===== src/rtl/mem_stage_unit.sv =====
// Memory pipeline stage: issues one data-memory access at a time over a req/ack port,
// stalls the front end while it waits, and formats load data into the MEM/WB register.
module mem_stage_unit (
  input  logic        Clk,
  input  logic        Reset_n,
  input  logic        BranchIn,
  input  logic        MemReadIn,
  input  logic        MemWriteIn,
  input  logic        RegWriteIn,
  input  logic        MemToRegIn,
  input  logic        LoadStoreByteIn,
  input  logic        LoadStoreHalfIn,
  input  logic        NotZeroIn,
  input  logic        ZeroIn,
  input  logic [1:0]  JumpIn,
  input  logic [31:0] BranchTargetAddressIn,
  input  logic [31:0] ALUIn,
  input  logic [31:0] MemoryWriteDataIn,
  input  logic [31:0] PCValueForJALIn,
  input  logic [4:0]  DestinationRegIn,
  output logic        Stall,
  output logic        PCSrcOut,
  output logic [31:0] BranchTargetOut,
  output logic        MemReq,
  output logic        MemWe,
  output logic [31:0] MemAddr,
  output logic [31:0] MemWData,
  output logic [3:0]  MemByteEn,
  input  logic        MemAck,
  input  logic [31:0] MemRData,
  output logic        RegWriteOut,
  output logic        MemToRegOut,
  output logic [1:0]  JumpOut,
  output logic [31:0] ReadDataOut,
  output logic [31:0] ALUOut,
  output logic [31:0] PCValueForJALOut,
  output logic [4:0]  DestinationRegOut,
  output logic        MisalignOut
);

  typedef enum logic {IDLE = 1'b0, REQ = 1'b1} state_t;

  state_t      state_q;
  logic [31:0] addr_q;
  logic        we_q;
  logic [31:0] wdata_q;
  logic [3:0]  byteen_q;
  logic [1:0]  lane_q;
  logic        byte_q;
  logic        half_q;

  logic        access;
  logic        misalign;
  logic        start_acc;
  logic [31:0] wr_data;
  logic [3:0]  byte_en;
  logic [7:0]  rd_byte;
  logic [15:0] rd_half;
  logic [31:0] rdata_fmt;
  logic        wb_load;
  logic [31:0] wb_rdata;
  logic        branch_cond;

  assign access    = MemReadIn | MemWriteIn;
  // Byte accesses can never be misaligned; half needs bit 0 clear, word needs both clear.
  assign misalign  = access & ~LoadStoreByteIn &
                     (LoadStoreHalfIn ? ALUIn[0] : (ALUIn[1:0] != 2'b00));
  assign start_acc = access & ~misalign;

  always_comb begin
    wr_data = MemoryWriteDataIn;
    byte_en = 4'b1111;
    if (LoadStoreByteIn) begin
      wr_data = {4{MemoryWriteDataIn[7:0]}};
      if (MemWriteIn) byte_en = 4'b0001 << ALUIn[1:0];
    end else if (LoadStoreHalfIn) begin
      wr_data = {2{MemoryWriteDataIn[15:0]}};
      if (MemWriteIn) byte_en = ALUIn[1] ? 4'b1100 : 4'b0011;
    end
  end

  always_comb begin
    rd_byte   = MemRData[{lane_q, 3'b000} +: 8];
    rd_half   = lane_q[1] ? MemRData[31:16] : MemRData[15:0];
    rdata_fmt = MemRData;
    if (byte_q)      rdata_fmt = {{24{rd_byte[7]}}, rd_byte};
    else if (half_q) rdata_fmt = {{16{rd_half[15]}}, rd_half};
  end

  // Reset gates the combinational handshake so nothing escapes while Reset_n is low.
  assign Stall = Reset_n & ((state_q == REQ) ? ~MemAck : start_acc);

  assign branch_cond     = BranchIn & (NotZeroIn ? ~ZeroIn : ZeroIn);
  assign PCSrcOut        = Reset_n & ~Stall & branch_cond;
  assign BranchTargetOut = BranchTargetAddressIn;

  assign MemReq    = (state_q == REQ);
  assign MemWe     = we_q;
  assign MemAddr   = addr_q;
  assign MemWData  = wdata_q;
  assign MemByteEn = byteen_q;

  assign wb_load  = (state_q == IDLE) ? ~access : MemAck;
  assign wb_rdata = ((state_q == REQ) && !we_q) ? rdata_fmt : 32'd0;

  always_ff @(posedge Clk or negedge Reset_n) begin
    if (!Reset_n) begin
      state_q           <= IDLE;
      addr_q            <= 32'd0;
      we_q              <= 1'b0;
      wdata_q           <= 32'd0;
      byteen_q          <= 4'd0;
      lane_q            <= 2'd0;
      byte_q            <= 1'b0;
      half_q            <= 1'b0;
      RegWriteOut       <= 1'b0;
      MemToRegOut       <= 1'b0;
      JumpOut           <= 2'd0;
      ReadDataOut       <= 32'd0;
      ALUOut            <= 32'd0;
      PCValueForJALOut  <= 32'd0;
      DestinationRegOut <= 5'd0;
      MisalignOut       <= 1'b0;
    end else begin
      // Default is a bubble; a completing instruction overrides it below.
      RegWriteOut       <= 1'b0;
      MemToRegOut       <= 1'b0;
      JumpOut           <= 2'd0;
      ReadDataOut       <= 32'd0;
      ALUOut            <= 32'd0;
      PCValueForJALOut  <= 32'd0;
      DestinationRegOut <= 5'd0;
      MisalignOut       <= 1'b0;

      if (state_q == IDLE) begin
        if (start_acc) begin
          state_q  <= REQ;
          addr_q   <= {ALUIn[31:2], 2'b00};
          we_q     <= MemWriteIn;
          wdata_q  <= wr_data;
          byteen_q <= byte_en;
          lane_q   <= ALUIn[1:0];
          byte_q   <= LoadStoreByteIn;
          half_q   <= LoadStoreHalfIn & ~LoadStoreByteIn;
        end else if (misalign) begin
          MisalignOut <= 1'b1;
        end
      end else if (MemAck) begin
        state_q <= IDLE;
      end

      if (wb_load) begin
        RegWriteOut       <= RegWriteIn;
        MemToRegOut       <= MemToRegIn;
        JumpOut           <= JumpIn;
        ReadDataOut       <= wb_rdata;
        ALUOut            <= ALUIn;
        PCValueForJALOut  <= PCValueForJALIn;
        DestinationRegOut <= DestinationRegIn;
      end
    end
  end

endmodule


===== config.mk =====
export PLATFORM = sky130hd
export DESIGN_NAME = mem_stage_unit
export DESIGN_NICKNAME = d
export VERILOG_FILES = /design/src/rtl/mem_stage_unit.sv
export SDC_FILE = /design/constraint.sdc
export NUM_CORES = 1
export LEC_CHECK = 0
export CAP_MARGIN = 15
export CORE_ASPECT_RATIO = 0.7
export CORE_UTILIZATION = 35
export DETAILED_ROUTE_END_ITERATION = 12
export GPL_TIMING_DRIVEN = 0
export PLACE_DENSITY = 0.76
export SLEW_MARGIN = 30
export SYNTH_ARGS = -nofsm -noshare
export SYNTH_HDL_FRONTEND = slang
export SYNTH_SLANG_ARGS = --single-unit
export TNS_END_PERCENT = 5

===== constraint.sdc =====
create_clock -name Clk -period 1.6 [get_ports Clk]
set_input_delay 0.16 -clock Clk [delete_from_list [all_inputs] [get_ports Clk]]
set_output_delay 0.16 -clock Clk [all_outputs]
set_load 0.005 [all_outputs]

==> qor.yml, run 1 <==
final_area_sq_um: 12500
path_class: "primary input to output pin"
yosysSeqAreaShare: 0.608
port_buffers: 354
rows: 43
synth_cell_types: 32
coreArea_sq_um: 20200
cts_max_level: 4
ys.flop_type: "dfrtp_1"
fmax_mhz: 547
hp-class: "primary input to asynchronous set/reset pin"
max_cap_viol_count: 0
setup_ws_ns: -0.229
cp.arrival_ns: 1.67
drv_slew: 0
worstPathRequired_ns: 1.44
async_flop_share: 1.00
clk_path_buf_depth: 2
nFillCells: 1603
postCtsHoldBufs: 3
synth.most_common_cell: "dfrtp_1"
p_leak_nw: 5.54
fin_hold_ws_ns: -0.109
grt_setup_unrepaired: "yes"
antenna_found_initial: 0
detailedRoute.firstIterationViolations: 272
die_h_microns: 123
postPlaceCellArea_sq_um: 11300
routabilityCongestion: 0.825
drive_gt1_frac: 0.223
cp-end-kind: "output pin"
finalClockSkew_ns: 0.00957
grt_overflow: 0
cts_tree: "done"
cts_root_buf: "clkbuf_16"
io_pins: 389
start_util: 0.363
synth_common_cells: "dfrtp_1 (178), nor2b_1 (77), mux2_2 (54)"
post-route-period-util: 1.14
outcome: "complete, but fails checks"
fin_crit_ns: 1.83
met2_usage: 0.360
grt_pass1_vias: 5886
power_density_nw_per_um2: 1230
drc_errors: 0
wl_microns: 22700
grt_pass1_wl_microns: 34000
final_cells: 1230
power_mw: 15.3
synthTopCellsByArea: "dfrtp_1 (61%), mux2_2 (8.3%), nor2b_1 (6.6%)"
synth_area_sq_um: 7320
vias: 5648
dr.pass1.iters: 5
clk_pin_slew_ns: 0.08
hold_violations: 97
cts_buffers: 17
peakVddDrop_mv: 0.651
dieArea_sq_um: 21500
tightest_slew_ns: 0.606
drtAntennaViolNets: 0
synth_edf_count: 0
cts.sinks: 178
syn_inst: 556
placed_cells: 1183
ys_warn_count: 0
syn_avg_cell_area_sq_um: 13.2
max_slew_margin: 0.596
startpoint_type: "primary input"
grt_max_degree: 86
met3_usage: 0.0652
cp_max_fo: 4
setup_violations: 60
worstSkewPairLatency_ns: 0.42
yosys.area.top_type: "dfrtp_1"
area_growth_pct: 70.5
grt.busiest_layer: "met2"
via_per_inst: 4.59
die_w_microns: 175
grt_usage: 0.211
dp.final_hpwl_microns: 16800
layout.nets: 1126
num_antenna_cells: 0
use_met1: 0.265
pre_cts_ws_ns: -1.05
ys_seq_elements: 178
wl_per_cell_microns: 18.4
violations: "negative hold slack, negative setup slack"
yosysTopAreaCellShare: 0.608
[power by group]
group / switching (mW) / leakage [nW] / internal, mW
Sequential: 0.442 / 2.26 / 5.40
Clock: 1.91 / 0.282 / 2.18
Combinational: 1.95 / 3.00 / 3.46
[metrics by stage]
| stage | util | setup TNS, ns | hold slack, ns |
|---|---|---|---|
| 2_1_floorplan | - | 0 | -0.136 |
| 3_3_place_gp | 0.556 | -1370.04 | 0.466 |
| 3_5_place_dp | 0.559 | -90.89 | 0.0136 |
| 4_1_cts | 0.611 | -7.21 | -0.100 |
| 5_1_grt | 0.619 | -8.42 | -0.0846 |
| 6_report | 0.619 | -2.78 | -0.109 |
[layer usage]
layer | up-vias | part of all wire | wire length [microns]
li1 | 2617 | - | -
met1 | 2790 | 0.42 | 9480
met2 | 230 | 0.49 | 11200
met3 | 11 | 0.082 | 1860
met4 | 0 | 0.0051 | 115
met5 | - | 0 | 0
[cell usage in the layout, fill, tap and decap left out, types with 4 or more instances in the layout]
| cell type | netlist | layout |
|---|---|---|
| inv_1 | 10 | 9 |
| mux2_2 | 54 | 16 |
| clkdlybuf4s50_1 | 0 | 348 |
| mux4_2 | 7 | 7 |
| nor2_1 | 11 | 11 |
| clkbuf_2 | 1 | 6 |
| mux2_4 | 0 | 62 |
| nor2b_1 | 77 | 76 |
| dfrtp_1 | 178 | 178 |
| a21oi_1 | 26 | 23 |
| buf_6 | 7 | 8 |
| buf_16 | 0 | 4 |
| mux2i_1 | 17 | 17 |
| buf_12 | 0 | 11 |
| clkbuf_16 | 0 | 17 |
| buf_4 | 37 | 42 |
| nand2b_1 | 18 | 18 |
| buf_2 | 6 | 7 |
| clkbuf_1 | 15 | 6 |
| o21ai_0 | 21 | 21 |
| nand2_1 | 17 | 16 |
| a311oi_1 | 7 | 7 |
| nand3_1 | 8 | 8 |
[final cells by class]
| class | count | area, sq um | share of cell area |
|---|---|---|---|
| inverters | 10 | 37.5 | 0.00301 |
| repair buffers | 372 | 3810 | 0.305 |
| clock buffers | 20 | 467 | 0.0374 |
| multi-input cells | 303 | 2710 | 0.217 |
| flip-flops and latches | 178 | 4450 | 0.357 |
| clock inverters | 12 | 118 | 0.00942 |
| well taps | 270 | 338 | 0.0270 |
| plain buffers | 65 | 554 | 0.0444 |
[kinds of logic (layout without fill, tap and decap cells)]
group                     count (synthesis)  after routing  share of synthesized area
and+or+nand+nor                         138            138                      0.110
buffers and inverters                    76            479                     0.0663
other                                     1              2                   0.000512
AOI/OAI and AO/OA                        59             59                     0.0480
muxes                                   103            103                      0.166
xor gates and xnor gates                  1              1                    0.00120
DFF                                     178            178                      0.608
[repair_timing]
item                                   in CTS  in global routing
setup buffers                               7                  5
endpoints found under the hold margin     178                 83
gates cloned                                2                  0
gates resized for setup                    95                 40
pin swaps                                   5                  4
setup endpoints to repair                 161                158
[worst paths after layout]
check | start | end | slack [ns] | cells past startpoint
worst min register to register | MemWData[1] | MemWData[1] | 0.51 | 1
max in group asynchronous | Reset_n | MemAddr[8] | 0.85 | 5
worst max register to register | MemReq | MemWData[19] | -0.08 | 7
worst max-delay path | ALUIn[0] | Stall | -0.23 | 6
worst min-delay path | Reset_n | DestinationRegOut[2] | -0.11 | 4
min in group Clk | ALUIn[1] | ALUOut[1] | 0.14 | 2
[registers in the layout, summed over array words and instances, names as in the netlist, 2 cells and up]
register	count
DestinationRegOut	5
PCValueForJALOut	32
JumpOut	2
MemByteEn	4
lane_q	2
MemAddr	30
MemWData	32
ALUOut	32
ReadDataOut	32
[worst max-delay path, cell delays in order]
cell	delay (ns)
clkdlybuf4s50_1	0.54
inv_1	0.12
a2111oi_4	0.46
nor2b_4	0.09
and2_1	0.17
buf_2	0.12
(Power assumes the default switching activity.)
==> run 2: changes to the inputs <==
- CTS_CLUSTER_SIZE: default -> 28
- TNS_END_PERCENT: 5 -> 20
==> run 2 against run 1 <==
The flow still finishes with violations (negative hold slack, negative setup slack). Combinational power rose by 2%. Cell count increased by 0.49%. Global-route usage up 0.34 points. Non-clock buffer count up 6. Sequential share of layout area fell by 0.28 points. Core utilization rose by 0.50 points. Power up 0.85%. Clock power hardly changed. Clock-buffer cell count did not move. Critical path type unchanged. Largest cell class unchanged.
==> qor.yml, run 2 (synthesis results as in run 1) <==
peakVddDrop_mv: 0.661  # was 0.651 mV
outcome: "complete, but fails checks"  # unchanged
power_density_nw_per_um2: 1230  # about the same
path_class: "primary input to output pin"  # unchanged
layout.nets: 1132  # was 1,126
p_sw_mw: 4.35  # was 4.30 mW
crit_path_end: "Stall"  # unchanged
critPathSlowestCell: "clkdlybuf4s50_1"  # unchanged
setup_ws_ns: -0.238  # was -0.229 ns
clk_pin_slew_ns: 0.07  # was 0.08 ns
tightest_slew_ns: 0.589  # was 0.606 ns
p_clk_frac: 0.265  # was 0.267
rows: 43  # unchanged
coreArea_sq_um: 20200  # unchanged
power.share.sequential: 0.377  # was 0.381
rr_worst_depth: 8  # was 7
grt_max_degree: 86  # unchanged
wl_microns: 23100  # was 22,700 microns
grt_pass1_wl_microns: 34500  # was 34,000 microns
vias: 5730  # was 5,648
cts_max_level: 4  # unchanged
clk_path_buf_depth: 2  # unchanged
p_int_mw: 11.1  # was 11.0 mW
cts_buffers: 17  # unchanged
grt_pass1_vias: 5938  # was 5,886
fin_hold_ws_ns: -0.0917  # was -0.109 ns
drc_errors: 0  # unchanged
grt_usage: 0.214  # was 0.211
violations: "negative hold slack, negative setup slack"  # unchanged
mostFrequentLayoutCells: "clkdlybuf4s50_1 (348), dfrtp_1 (178), nor2b_1 (76)"  # unchanged
dr.pass1.iters: 4  # was 5
cp-end-kind: "output pin"  # unchanged
p_sw_frac: 0.281  # was 0.280
wl_per_cell_microns: 18.7  # was 18.4 microns
drive_gt1_frac: 0.231  # was 0.223
r2r_end: "MemWData[9]"  # was MemWData[19]
die_h_microns: 123  # unchanged
finalClockSkew_ns: 0.00930  # was 0.00957 ns
p_leak_nw: 5.61  # was 5.54 nW
cp-startpoint: "ALUIn[0]"  # unchanged
num_antenna_cells: 0  # unchanged
postCtsHoldBufs: 3  # unchanged
cp_cell_sequence: "clkdlybuf4s50_1, inv_1, a2111oi_4, nor2b_4, and2_1, buf_2"  # unchanged
drtAntennaViolNets: 0  # unchanged
fin_crit_ns: 1.84  # was 1.83 ns
routabilityCongestion: 0.825  # unchanged
cp_max_fo: 4  # unchanged
area_growth_pct: 71.9  # was 70.5%
critPathMaxStageDelay_ns: 0.54  # about the same
cts_root_buf: "clkbuf_16"  # unchanged
cts_tree: "done"  # unchanged
max_slew_margin: 0.607  # was 0.596
startpoint_type: "primary input"  # unchanged
drv_slew: 0  # unchanged
port_buffers: 354  # unchanged
fin_setup_tns_ns: -9.84  # was -2.78 ns
final_common_cell: "clkdlybuf4s50_1"  # unchanged
r2r_setup_slack_ns: -0.22  # was -0.08 ns
cp.arrival_ns: 1.68  # was 1.67 ns
dp.final_hpwl_microns: 16800  # unchanged
nFillCells: 1587  # was 1,603
cts.sinks: 178  # unchanged
max_cap_viol_count: 0  # unchanged
post-route-period-util: 1.15  # was 1.14
start_util: 0.363  # unchanged
fmax_mhz: 544  # was 547 MHz
die_w_microns: 175  # unchanged
worstPathRequired_ns: 1.44  # about the same
hold_violations: 97  # unchanged
hp-class: "primary input to asynchronous set/reset pin"  # unchanged
worstSkewPairLatency_ns: 0.42  # about the same
detailedRoute.firstIterationViolations: 265  # was 272
antenna_found_initial: 0  # unchanged
grt_setup_unrepaired: "yes"  # unchanged
rr_startpoint: "MemReq"  # unchanged
grt_overflow: 0  # unchanged
dieArea_sq_um: 21500  # unchanged
power.combinational.fraction: 0.358  # was 0.353
via_per_inst: 4.64  # was 4.59
io_pins: 389  # unchanged
setup_violations: 74  # was 60
-- run 2: power groups by stage --
stage / sequential [mW] / clock, mW / combinational (mW)
floorplan: 5.94 / 0 / 1.64
global placement: 5.86 / 0 / 4.61
detailed placement: 5.88 / 0 / 4.68
CTS: 5.82 / 4.21 / 5.33
global route: 5.94 / 4.41 / 5.92
finish: 5.84 / 4.10 / 5.54
-- run 2: critical path, delay by kind of cell --
family                 cells  cell delay [ns]
AO/OA/AOI/OAI              1             0.47
buffers and inverters      3             0.78
AND/OR/NAND/NOR            2             0.26
-- run 2: repair_timing --
action                                 in CTS  in global routing
cloned                                      5                  0
setup buffers                              15                  4
endpoints found under the hold margin     178                 83
setup endpoints to repair                 161                159
resized for setup                          91                 70
pin swaps                                   5                  4
-- run 2: stage by stage --
step | area [sq um] | cells | utilization | setup WS, ns | power, mW
after detailed placement | 11300 | 1183 | 0.559 | -1.05 | 10.6
final | 12600 | 1236 | 0.624 | -0.238 | 15.5
after CTS | 12500 | 1238 | 0.618 | -0.310 | 15.4
after floorplan | 7330 | 557 | - | 0.0107 | 7.58
after global routing | 12600 | 1236 | 0.624 | -0.305 | 16.3
after global placement | 11200 | 1181 | 0.556 | -7.18 | 10.5
-- run 2: how the worst min path moves through the flow --
stage	slack [ns]	depth (start not counted)	to	startpoint
global placement	0.47	1	MemWData[24]	MemWData[24]
global route	-0.09	4	DestinationRegOut[2]	Reset_n
CTS	-0.10	4	ALUOut[31]	Reset_n
finish	-0.09	4	ALUOut[31]	Reset_n
floorplan	-0.14	0	ALUOut[0]	Reset_n
detailed placement	0.01	1	DestinationRegOut[4]	Reset_n
-- run 2: routing by layer --
metal  track usage  wire length, microns  vias up
li1              -                     -     2625
met1         0.268                  9520     2858
met2         0.368                 11500      234
met3        0.0649                  1890       13
met4        0.0440                   131        0
met5             0                     0        -
-- run 2: area by class of cell --
type / count / area (sq um) / share of cell area
buffer: 62 / 495 / 0.0394
clock buffer: 20 / 467 / 0.0371
clock inverter: 12 / 118 / 0.00934
inverter: 10 / 37.5 / 0.00298
multi-input combinational: 303 / 2730 / 0.217
sequential: 178 / 4450 / 0.354
tap: 270 / 338 / 0.0268
timing repair buffer: 381 / 3950 / 0.314
==> run 3: changes to the inputs <==
==> constraint.sdc (replaced) <==
create_clock -name Clk -period 1.6 [get_ports Clk]
set_input_delay 0.4 -clock Clk [delete_from_list [all_inputs] [get_ports Clk]]
set_output_delay 0.4 -clock Clk [all_outputs]
set_load 0.005 [all_outputs]
==> run 3 against run 2 <==
Largest cell class unchanged. Register-to-register slack about the same. The run still ends with negative hold slack, negative setup slack left. Core utilization decreased by 0.24 points. Sequential share of layout area up 0.14 points. Highest routed layer is now met5. Cell count grew 0.73%. Maximum frequency fell by 13%. Combinational power decreased by 9.0%. Critical path type unchanged. Via count up 1.3%. Die area is the same.
==> qor.yml, run 3 (synthesis results as in run 1) <==
max_slew_margin: 0.480  # was 0.607
grt_setup_unrepaired: "yes"  # unchanged
p_sw_frac: 0.291  # was 0.281
power.combinational.fraction: 0.337  # was 0.358
cp_max_fo: 4  # unchanged
grt_pass1_wl_microns: 34600  # was 34,500 microns
via_per_inst: 4.66  # was 4.64
drc_errors: 0  # unchanged
rows: 43  # unchanged
io_pins: 389  # unchanged
port_buffers: 354  # unchanged
die_h_microns: 123  # unchanged
cts_max_level: 4  # unchanged
finalClockSkew_ns: 0.0140  # was 0.00930 ns
peakVddDrop_mv: 0.735  # was 0.661 mV
detailedRoute.firstIterationViolations: 345  # was 265
dr.pass1.iters: 5  # was 4
startpoint_type: "primary input"  # unchanged
fin_crit_ns: 2.12  # was 1.84 ns
cts_root_buf: "clkbuf_16"  # unchanged
cp-end-kind: "output pin"  # unchanged
power.share.sequential: 0.387  # was 0.377
grt_overflow: 0  # unchanged
nFillCells: 1652  # was 1,587
path_class: "primary input to output pin"  # unchanged
mostFrequentLayoutCells: "dfrtp_1 (178), dlygate4sd2_1 (178), clkdlybuf4s50_1 (171)"  # was clkdlybuf4s50_1 (348), dfrtp_1 (178), nor2b_1 (76)
placed_cells: 1183  # unchanged
dieArea_sq_um: 21500  # unchanged
p_int_mw: 10.6  # was 11.1 mW
die_w_microns: 175  # unchanged
layout.nets: 1141  # was 1,132
cts_buffers: 17  # unchanged
setup_ws_ns: -0.520  # was -0.238 ns
grt_pass1_vias: 5969  # was 5,938
dp.final_hpwl_microns: 16800  # about the same
fin_hold_ws_ns: -0.0458  # was -0.0917 ns
cts_tree: "done"  # unchanged
num_antenna_cells: 0  # unchanged
p_clk_frac: 0.276  # was 0.265
cts.sinks: 178  # unchanged
routabilityCongestion: 0.867  # was 0.825
drive_gt1_frac: 0.235  # was 0.231
outcome: "complete, but fails checks"  # unchanged
p_sw_mw: 4.36  # was 4.35 mW
drv_slew: 0  # unchanged
grt_max_degree: 84  # was 86
worstSkewPairLatency_ns: 0.43  # was 0.42 ns
power_mw: 15.0  # was 15.5 mW
cp.arrival_ns: 1.72  # was 1.68 ns
p_leak_nw: 6.18  # was 5.61 nW
clk_path_buf_depth: 2  # unchanged
final_cells: 1245  # was 1,236
max_cap_viol_count: 0  # unchanged
antenna_found_initial: 3  # was 0
vias: 5804  # was 5,730
wl_microns: 23400  # was 23,100 microns
setup_violations: 94  # was 74
drtAntennaViolNets: 0  # unchanged
tightest_slew_ns: 0.778  # was 0.589 ns
multi_input_area_sq_um: 2710  # was 2730 sq um
coreArea_sq_um: 20200  # unchanged
grt_usage: 0.217  # was 0.214
worstPathRequired_ns: 1.20  # was 1.44 ns
register_area_sq_um: 4450  # unchanged
rr_worst_depth: 8  # unchanged
clk_pin_slew_ns: 0.07  # about the same
hold_violations: 64  # was 97
wl_per_cell_microns: 18.8  # was 18.7 microns
start_util: 0.363  # unchanged
area_growth_pct: 71.2  # was 71.9%
power_density_nw_per_um2: 1190  # was 1230 nW/um^2
violations: "negative hold slack, negative setup slack"  # unchanged
fmax_mhz: 472  # was 544 MHz
post-route-period-util: 1.32  # was 1.15
hp-class: "primary input to asynchronous set/reset pin"  # unchanged
## run 3: cell types whose count changed in the layout (fill, tap and decap cells not counted), moves of 3 or more
cell             previous run  this run
buf_4                      42        48
clkdlybuf4s50_1           348       171
buf_16                      5         9
buf_12                      9        13
a21oi_2                     4         1
buf_6                      12         7
a21oi_1                    22        25
clkbuf_4                    1         5
dlygate4sd2_1               0       178
## run 3: repair_timing
| item | 4_1_cts | 5_1_grt |
|---|---|---|
| pin swaps | 4 | 4 |
| setup buffers | 18 | 4 |
| gates resized for setup | 266 | 66 |
| cloned | 7 | 0 |
| setup endpoints to repair | 346 | 169 |
| endpoints found under the hold margin | 39 | 17 |
| hold buffers | 2 | 1 |
## run 3: stage by stage
stage / worst slack (ns) / area (sq um) / util / TNS (ns)
finish: -0.520 / 12500 / 0.622 / -16.24
detailed placement: -1.41 / 11300 / 0.560 / -125.34
floorplan: -0.0129 / 7350 / - / -0.645
global placement: -7.39 / 11200 / 0.557 / -1445.67
CTS: -0.621 / 12300 / 0.611 / -12.19
global route: -0.593 / 12500 / 0.622 / -23.59
## run 3: power groups by stage
stage	Combinational [mW]	Clock, mW	Sequential, mW
6_report	5.04	4.13	5.78
5_1_grt	5.41	4.43	5.89
4_1_cts	4.77	4.23	5.77
3_5_place_dp	4.70	0	5.86
3_3_place_gp	4.63	0	5.84
2_1_floorplan	1.66	0	5.94
## run 3: metal layers
metal  up-vias  wire, microns  part of all wire  track usage
met5         -              8           0.00034            0
met4         2            179            0.0077       0.0418
met3        19           2070             0.088       0.0769
met2       251          11500              0.49        0.361
met1      2880           9650              0.41        0.274
li1       2652              -                 -            -
## run 3: layout make-up
class,count,share of cell area
Sequential cell,178,0.355
Timing Repair Buffer,388,0.310
Multi-Input combinational cell,303,0.216
Buffer,64,0.0416
Clock buffer,19,0.0361
Tap cell,270,0.0269
Clock inverter,13,0.0112
Inverter,10,0.00299
## run 3: critical path: stages
cell	delay [ns]
dlygate4sd2_1	0.29
inv_1	0.14
a2111oi_4	0.49
nor2b_4	0.09
buf_6	0.14
nor2_2	0.06
buf_2	0.11
## run 3: path summary, 6_finish.rpt
kind                             startpoint  slack (ns)           to
worst min-delay path                Reset_n       -0.05   ALUOut[22]
min in group Clk                 MemWriteIn        0.41        MemWe
max in group asynchronous           Reset_n        0.17   ALUOut[21]
worst max register to register       MemReq       -0.23       half_q
worst min register to register  MemAddr[31]        0.50  MemAddr[31]
worst max-delay path               ALUIn[0]       -0.52     PCSrcOut
